<file path="config.mk">
export PLATFORM = sky130hd
export DESIGN_NAME = l1a_align_checker_n
export DESIGN_NICKNAME = d
export VERILOG_FILES = /design/src/rtl/l1a_chk_pkg.sv /design/src/rtl/l1a_chk_prio_enc.sv /design/src/rtl/l1a_align_checker_n.sv
export SDC_FILE = /design/constraint.sdc
export NUM_CORES = 1
export LEC_CHECK = 0
export CAP_MARGIN = 20
export CELL_PAD_IN_SITES_DETAIL_PLACEMENT = 0
export CELL_PAD_IN_SITES_GLOBAL_PLACEMENT = 1
export CORE_UTILIZATION = 32
export DETAILED_ROUTE_END_ITERATION = 16
export PLACE_DENSITY_LB_ADDON = 0.1
export SLEW_MARGIN = 20
export SYNTH_ARGS = -nofsm -noshare
export SYNTH_HDL_FRONTEND = slang
export SYNTH_SLANG_ARGS = --single-unit
</file>
<file path="constraint.sdc">
create_clock -name clk -period 3.55 [get_ports clk]
set_input_delay 0.71 -clock clk [delete_from_list [all_inputs] [get_ports clk]]
set_output_delay 0.71 -clock clk [all_outputs]
set_load 0.01 [all_outputs]
</file>
<file path="src/rtl/l1a_chk_pkg.sv">
// Shared types and helpers for the L1A alignment checker: FSM state encoding,
// parameter defaults and the per-channel slice extractor for the packed L1A bus.
package l1a_chk_pkg;

  typedef enum logic [1:0] {
    IDLE        = 2'd0,
    CAPTURE_REF = 2'd1,
    COMPARE     = 2'd2,
    DONE        = 2'd3
  } l1a_chk_state_e;

  localparam int              DEF_N_CH    = 16;
  localparam int              DEF_L1A_W   = 14;
  localparam logic [15:0]     DEF_TMO_CYC = 16'd4000;

  // Upper bounds used to size the generic slice helper.
  localparam int MAX_N_CH  = 32;
  localparam int MAX_L1A_W = 32;
  localparam int VEC_W     = MAX_N_CH * MAX_L1A_W;

  // Returns channel k (width w) of a packed vector; bits above w read as zero.
  function automatic logic [MAX_L1A_W-1:0] l1a_of_ch(
    input logic [VEC_W-1:0] vec,
    input int unsigned      k,
    input int unsigned      w
  );
    logic [VEC_W-1:0]     sh;
    logic [MAX_L1A_W-1:0] r;
    sh = vec >> (k * w);
    r  = '0;
    for (int i = 0; i < MAX_L1A_W; i++) begin
      if (i < int'(w)) r[i] = sh[i];
    end
    return r;
  endfunction

endpackage

</file>
<file path="src/rtl/l1a_chk_prio_enc.sv">
// Lowest-set-bit encoder: finds the lowest request at or strictly above a base
// index. Used for both the first enabled channel and the next one to visit.
module l1a_chk_prio_enc #(
  parameter int N     = 16,
  parameter int IDX_W = 4
) (
  input  logic [N-1:0]     req,
  input  logic [IDX_W-1:0] base,
  input  logic             strict,
  output logic [IDX_W-1:0] idx,
  output logic             valid
);

  // Scan downward so the last hit written is the lowest qualifying bit.
  always_comb begin
    idx   = '0;
    valid = 1'b0;
    for (int i = N - 1; i >= 0; i--) begin
      if (req[i] && (strict ? (i > int'(base)) : (i >= int'(base)))) begin
        idx   = IDX_W'(i);
        valid = 1'b1;
      end
    end
  end

endmodule

</file>
<file path="src/rtl/l1a_align_checker_n.sv">
// L1A alignment checker over N_CH channels: reference from the first enabled
// channel, compare the rest in ascending order. Optional per-channel wait
// timeout is built when L1A_CHK_TIMEOUT_EN is defined.
module l1a_align_checker_n
  import l1a_chk_pkg::*;
#(
  parameter int               N_CH    = DEF_N_CH,
  parameter int               L1A_W   = DEF_L1A_W,
  parameter int               TMO_W   = 16,
  parameter logic [TMO_W-1:0] TMO_CYC = TMO_W'(DEF_TMO_CYC),
  parameter int               CNT_W   = 16
) (
  input  logic                  clk,
  input  logic                  reset,
  input  logic                  check_en,
  input  logic [N_CH-1:0]       ch_en,
  input  logic [N_CH-1:0]       trig_in,
  input  logic [N_CH*L1A_W-1:0] l1a_in,
  input  logic                  clr_err,
  output logic                  l1a_align,
  output logic                  round_done,
  output logic                  ch_done,
  output logic [N_CH-1:0]       error,
  output logic [N_CH-1:0]       err_sticky,
  output logic [L1A_W-1:0]      ref_l1a,
  output logic [CNT_W-1:0]      mismatch_cnt,
  output logic                  busy,
  output l1a_chk_state_e        dbg_state
);

  localparam int IDX_W = (N_CH > 1) ? $clog2(N_CH) : 1;

  l1a_chk_state_e   state_q, state_d;
  logic [IDX_W-1:0] ch_idx_q, ch_idx_d;
  logic [N_CH-1:0]  mask_q, mask_d;
  logic [L1A_W-1:0] ref_q, ref_d;
  logic [N_CH-1:0]  error_q, error_d;
  logic [N_CH-1:0]  sticky_q, sticky_d;
  logic [CNT_W-1:0] cnt_q, cnt_d;
  logic             round_err_q, round_err_d;
  logic             ch_done_q, ch_done_d;
  logic             round_done_q, round_done_d;
  logic             align_q, align_d;
  logic             busy_q, busy_d;

  logic [IDX_W-1:0] first_idx, next_idx;
  logic             first_valid, next_valid;
  logic [VEC_W-1:0] l1a_ext;
  logic [L1A_W-1:0] cur_l1a;
  logic             trig_sel;
  logic             tmo_hit;

  // First channel follows the live mask (round not started yet); the walk
  // through a running round uses the mask latched at round start.
  l1a_chk_prio_enc #(.N(N_CH), .IDX_W(IDX_W)) u_first_enc (
    .req(ch_en), .base('0), .strict(1'b0), .idx(first_idx), .valid(first_valid)
  );

  l1a_chk_prio_enc #(.N(N_CH), .IDX_W(IDX_W)) u_next_enc (
    .req(mask_q), .base(ch_idx_q), .strict(1'b1), .idx(next_idx), .valid(next_valid)
  );

  assign l1a_ext  = VEC_W'(l1a_in);
  assign cur_l1a  = L1A_W'(l1a_of_ch(l1a_ext, 32'(ch_idx_q), L1A_W));
  assign trig_sel = trig_in[ch_idx_q];

`ifdef L1A_CHK_TIMEOUT_EN
  logic [TMO_W-1:0] tmo_q;

  // Restarts whenever the FSM moves to a new channel or leaves the wait states.
  always_ff @(posedge clk) begin
    if (reset) tmo_q <= '0;
    else if (!busy_d || state_d != state_q || ch_idx_d != ch_idx_q) tmo_q <= '0;
    else tmo_q <= tmo_q + TMO_W'(1);
  end

  assign tmo_hit = busy_q && (tmo_q == TMO_CYC - TMO_W'(1));
`else
  // Unbounded wait: only check_en or reset releases a silent channel.
  localparam bit TMO_CFG = (TMO_W > 0) && (TMO_CYC != '0);
  assign tmo_hit = TMO_CFG & 1'b0;
`endif

  always_comb begin
    state_d      = state_q;
    ch_idx_d     = ch_idx_q;
    mask_d       = mask_q;
    ref_d        = ref_q;
    error_d      = error_q;
    sticky_d     = sticky_q;
    cnt_d        = cnt_q;
    round_err_d  = round_err_q;
    ch_done_d    = 1'b0;
    round_done_d = 1'b0;
    align_d      = 1'b0;

    // Clear first so a same-cycle new error overrides it.
    if (clr_err) begin
      sticky_d = '0;
      cnt_d    = '0;
    end

    case (state_q)
      IDLE: begin
        if (check_en && ch_en != '0) begin
          ch_idx_d    = first_idx;
          mask_d      = ch_en;
          round_err_d = 1'b0;
          state_d     = CAPTURE_REF;
        end else if (!check_en && first_valid && trig_in[first_idx]) begin
          error_d[first_idx]  = 1'b1;
          sticky_d[first_idx] = 1'b1;
        end
      end
      CAPTURE_REF, COMPARE: begin
        if (!check_en) begin
          state_d = IDLE;
        end else if (trig_sel || tmo_hit) begin
          ch_done_d = 1'b1;
          if (!trig_sel) begin
            error_d[ch_idx_q]  = 1'b1;
            sticky_d[ch_idx_q] = 1'b1;
            round_err_d        = 1'b1;
          end else if (state_q == CAPTURE_REF) begin
            ref_d             = cur_l1a;
            error_d[ch_idx_q] = 1'b0;
          end else if (cur_l1a == ref_q) begin
            error_d[ch_idx_q] = 1'b0;
          end else begin
            error_d[ch_idx_q]  = 1'b1;
            sticky_d[ch_idx_q] = 1'b1;
            round_err_d        = 1'b1;
            if (cnt_d != '1) cnt_d = cnt_d + CNT_W'(1);
          end
          if (next_valid) begin
            ch_idx_d = next_idx;
            state_d  = COMPARE;
          end else begin
            state_d = DONE;
          end
        end
      end
      DONE: begin
        round_done_d = 1'b1;
        align_d      = !round_err_q;
        state_d      = IDLE;
      end
      default: state_d = IDLE;
    endcase

    busy_d = (state_d == CAPTURE_REF) || (state_d == COMPARE);
  end

  always_ff @(posedge clk) begin
    if (reset) begin
      state_q      <= IDLE;
      ch_idx_q     <= '0;
      mask_q       <= '0;
      ref_q        <= '0;
      error_q      <= '0;
      sticky_q     <= '0;
      cnt_q        <= '0;
      round_err_q  <= 1'b0;
      ch_done_q    <= 1'b0;
      round_done_q <= 1'b0;
      align_q      <= 1'b0;
      busy_q       <= 1'b0;
    end else begin
      state_q      <= state_d;
      ch_idx_q     <= ch_idx_d;
      mask_q       <= mask_d;
      ref_q        <= ref_d;
      error_q      <= error_d;
      sticky_q     <= sticky_d;
      cnt_q        <= cnt_d;
      round_err_q  <= round_err_d;
      ch_done_q    <= ch_done_d;
      round_done_q <= round_done_d;
      align_q      <= align_d;
      busy_q       <= busy_d;
    end
  end

  assign l1a_align    = align_q;
  assign round_done   = round_done_q;
  assign ch_done      = ch_done_q;
  assign error        = error_q;
  assign err_sticky   = sticky_q;
  assign ref_l1a      = ref_q;
  assign mismatch_cnt = cnt_q;
  assign busy         = busy_q;
  assign dbg_state    = state_q;

endmodule

</file>
Word level (Yosys, flattened, before mapping):

Cells that the tools add are included.

* bitwise operators: 9
* multipliers: 1
* add/subtract/negate cells: 1
* shift-type cells: 1
* eq/ne operators: 15
* reduce and logical (&&, ||, !) cells: 34
* magnitude comparators: 19
* mux-type cells: 110

Operators with widths (number)
* 16-bit two-way mux: 20
* 224-bit by 8-bit right shift with 14-bit output: 1
* 4-bit two-way mux: 35
* 16-bit OR: 4
* 16-bit case mux with 2 select lines: 2
* 1-bit two-way mux: 43
* 4-bit > comparator, first input constant: 8
* 1-bit logical AND: 20
* 16-bit by 1-bit adder with 16-bit output, second input constant: 1
* 16-bit AND: 1
* 3-bit by 4-bit > comparator with 1-bit output, first input constant: 4
* 16-bit inequality test, second input constant: 1
* 2-bit inequality test, second input constant: 8
* 16-bit NOT: 1
* 16-bit nonzero test: 1
* 14-bit == test: 1
* 4-bit by 5-bit < comparator with 1-bit output, second input constant: 2
* 5-bit AND reduction: 2
* 1-bit binary-select mux with 4-bit select: 2
* 1-bit demux with 4-bit select: 2
* 4-bit by 1-bit >= comparator with 1-bit output, second input constant: 2
* 2-bit by 4-bit > comparator with 1-bit output, first input constant: 2
* 4-bit case mux with 2 select lines: 1
* 4-bit by 3-bit multiplier with 7-bit output, second input constant: 1
* other kinds (16): 25

* word-level logic and storage cells: 202
* bits of input ports: 260
* register bits after elaboration: 89
* output and inout port bits: 68

Logic depth before layout (Yosys ltp):

* word-level depth: 24
* mapped depth: 13
* depth with buffers taken out: 8

Hierarchy:

A second synthesis with hierarchy kept.

* cell total of the unflattened synthesis: 1010
* area, all modules: 8104.0 um^2

By module, submodules not included
* l1a_align_checker_n: times used 1, cells an instance 846, area an instance 7018.0 um^2
* l1a_chk_prio_enc: times used 2, cells an instance 82, area an instance 543.0 um^2

Worst setup path before layout:

OpenSTA, ideal clock, no wires.

* path type: input port to flip-flop
* start: in ch_en[5]
* end: reg (tool-made name)
* arrival time: 3.086 ns
* required time: 3.423 ns
* setup slack: 0.337 ns
* stages on the path: 9
* path through: or3b_1 > a311oi_2 > a211o_1 > a2111oi_0 > or4_4 > o31a_1 > buf_2 > o311ai_1 > o21ai_1

RTL lines
* from (decl): RTL line l1a_align_checker_n.sv:16 `input logic [N_CH-1:0] ch_en,`

==> reports/summary.txt <==
width of the die: 160 µm
crit path DAT: 3.72 ns
largest fanout on the critical path: 4
Worst EP required: 3.81 ns
Post-DP Area: 12400 µm²
Net Switching: 1.41 mW
clk root buf: clkbuf_16
initial core utilization: 32.8%
VDD IR max: 0.000239 V
Clk network pwr share: 26.6%
Synth Warn #: 0
Int Pwr: 2.57 mW
vias in the first global route: 9341
antenna violations before repair: 0
Startpoint Class: input port
standard-cell row count: 57
share of the synthesized area in the top cell type: 21.9%
router iterations before antenna repair: 6
routability cong.: 0.874
final hold viol count: 0
status: completed
post-synthesis cell type count: 82
Synth async-reset ratio: 0%
proportion of power drawn by combinational gates: 45.9%
Power, Total: 3.98 mW
Detail Placement HPWL: 27.1 mm
Max Buffers Root-to-Sink: 2
FF+latch count, synth: 88
min cycle time layout: 3.46 ns
R2R setup slack: 0.24 ns
Fin Clk Skew: 0.0102 ns
critical path endpoint category: flip-flop
switching part of the total power: 35.4%
Final Cycle Share: 97.3%
IO Pins: 328
area leader, netlist: dfxtp_1
Port-buffer cells: 327
GRT Residual Overflow: 0
total die area: 25700 µm²
synthesis-to-finish area growth: 60.0%
Die Y-Extent: 160 µm
post-synthesis sequential area ratio: 21.9%
clk slew on worst S/H paths: 0.06 ns
worst reg2reg path depth: 12
Routed WL per cell: 20.3 µm
cell count after synthesis: 989
share of layout cells above drive strength 1: 16.4%
drc violations: 0
global-route wire length before repair: 53.1 mm
vias after detailed routing: 9648
Post-DRT Antenna Nets: 0
largest net degree at the start of global routing: 44
# setup viols final: 0
CTS tree: built
CTS Buf Count: 9
final core occ: 52.5%
final instance area: 12800 µm²
Post-synth EDFFs: 0
RR Startpoint: ch_idx_q[1]$_SDFFE_PP0P_
Via density: 5.64
Filler cells: 2341
clk sinks: 88
Max Cap Viol: 0
Hold Crit Start: mask_q[1]$_SDFFE_PP0P_
Area contributors post-synth: dfxtp_1, mux4_2, mux2i_1
mapped cell area: 8030 µm²
slew margin rel.: 39.7%
core area: 24500 µm²
Final Max Slew Viols: 0
WHS Endpoint: mask_q[1]$_SDFFE_PP0P_
Hold Path Class: flip-flop to flip-flop
Pwr per Cell Area: 310 nW/µm²
H-tree Lvls: 3
Syn Nets: 1253
First DRT Iteration DRCs: 690
Synth Area per Inst: 8.12 µm²
Clk Latency, worst-skew pair: 0.36 ns
Main synth FF type: dfxtp_1
reg2reg end: mismatch_cnt[2]$_SDFF_PP0_
maximum clock frequency: 289 MHz
final WL: 34.7 mm
cell leakage power: 4.66 nW
Hold Crit Depth: 2
sequential power share: 27.5%
fin nets: 1646
critical path type: input port to flip-flop
worst slew pin tran: 0.898 ns
GRT Total Usage: 26.4%
-- layout make-up --
type	count	area, µm²	share of cell area (%)
flip-flops and latches	88	1770	13.8
repair buffers	462	4390	34.2
clock buffers	10	250	1.95
inverters	29	109	0.847
multi-input cells	792	5840	45.5
clock inverters	6	76.3	0.594
well taps	324	405	3.15
diodes	1	2.50	0.0195
-- cell usage after synthesis, types with 7 or more instances --
library cell	instances
nand2_1	119
nor2_1	99
dfxtp_1	88
a21oi_1	67
mux2i_1	63
clkbuf_1	51
mux4_2	35
nand3_1	35
a31oi_1	28
inv_1	27
nor3_1	27
o21ai_0	21
a221oi_1	17
nand4_1	17
a211oi_1	15
and3_1	14
a22oi_1	13
a311oi_1	13
xnor2_1	13
or3_1	12
buf_2	11
nor2b_1	11
o21bai_1	10
mux4_1	9
nor4_1	9
o211ai_1	9
or4_1	8
a2111oi_0	7
a21o_1	7
a22o_1	7
and2_1	7
o32ai_1	7
-- worst max-delay path: stages --
cell and delay (ns):
clkdlybuf4s50_1 0.45, or4_1 0.63, a31oi_1 0.30, a2111oi_1 0.10, or4_4 0.56, buf_4 0.17, o31ai_4 0.32, nand3_2 0.16
buf_2 0.21, o32ai_1 0.09
-- worst max-delay path by stage --
| stage | from | to | slack [ns] | depth (start not counted) |
|---|---|---|---|---|
| floorplan | ch_en[5] | flip-flop | 0.34 | 9 |
| global placement | ch_en[3] | flip-flop | -0.37 | 11 |
| detailed placement | ch_en[5] | flip-flop | -0.42 | 10 |
| CTS | ch_en[2] | flip-flop | 0.01 | 12 |
| global route | ch_en[11] | flip-flop | -0.009 | 12 |
| finish | ch_en[2] | flip-flop | 0.09 | 10 |
-- cell families after synthesis --
family | after synthesis | share of synthesized area, %
multiplexers | 113 | 21.4
AO/OA/AOI/OAI | 280 | 24.9
XOR/XNOR | 17 | 1.85
buffers and inverters | 109 | 6.67
adder cells (fa/ha/maj) | 4 | 0.623
AND/OR/NAND/NOR | 378 | 22.6
flip-flops | 88 | 21.9
-- metal layers --
metal | global-route usage (%) | wire, µm | vias to the layer above
met1 | 36.5 | 15700 | 4664
met2 | 42.8 | 16400 | 341
li1 | - | - | 4607
met4 | 5.67 | 417 | 0
met5 | 0 | 0 | -
met3 | 4.39 | 2240 | 36
-- power by group through the flow --
| stage | combinational (mW) | clock, mW | sequential, mW |
|---|---|---|---|
| after floorplan | 1.00 | 0 | 1.09 |
| after global placement | 1.76 | 0 | 1.12 |
| after detailed placement | 1.77 | 0 | 1.12 |
| after CTS | 1.78 | 1.08 | 1.10 |
| after global routing | 1.96 | 1.11 | 1.10 |
| final | 1.83 | 1.06 | 1.10 |
-- timing repair --
| item | 4_1_cts | 5_1_grt |
|---|---|---|
| endpoints found under the setup margin | 8 | 39 |
| buffers inserted | 1 | 2 |
| hold buffers | 0 | 0 |
| gates resized for setup | 4 | 27 |
| pin swaps | 1 | 9 |
| gates cloned | 0 | 1 |
-- per-stage QoR --
step | setup TNS (ns) | hold WS (ns) | instances | worst slack (ns)
3_3_place_gp | -12.25 | 0.445 | 1691 | -0.373
2_1_floorplan | 0 | 0.393 | 989 | 0.337
4_1_cts | 0 | 0.459 | 1708 | 0.0126
3_5_place_dp | -12.83 | 0.450 | 1691 | -0.422
6_report | 0 | 0.459 | 1712 | 0.0943
5_1_grt | -0.0157 | 0.484 | 1711 | -0.00851
-- placed cells by master (no fill, tap or decap), types with 12 or more instances in the layout --
| master | instances |
|---|---|
| clkdlybuf4s50_1 | 326 |
| nand2_1 | 119 |
| nor3_1 | 27 |
| a21oi_1 | 67 |
| nand3_1 | 34 |
| nand4_1 | 17 |
| a211oi_1 | 14 |
| or3_1 | 12 |
| a221oi_1 | 17 |
| mux2i_1 | 63 |
| xnor2_1 | 13 |
| mux4_2 | 35 |
| dfxtp_1 | 84 |
| o21ai_0 | 20 |
| nor2_1 | 96 |
| buf_4 | 123 |
| and3_1 | 14 |
| inv_1 | 27 |
| a22oi_1 | 13 |
| a31oi_1 | 28 |
| a311oi_1 | 13 |
No activity file was read; power rests on OpenSTA's default activity.
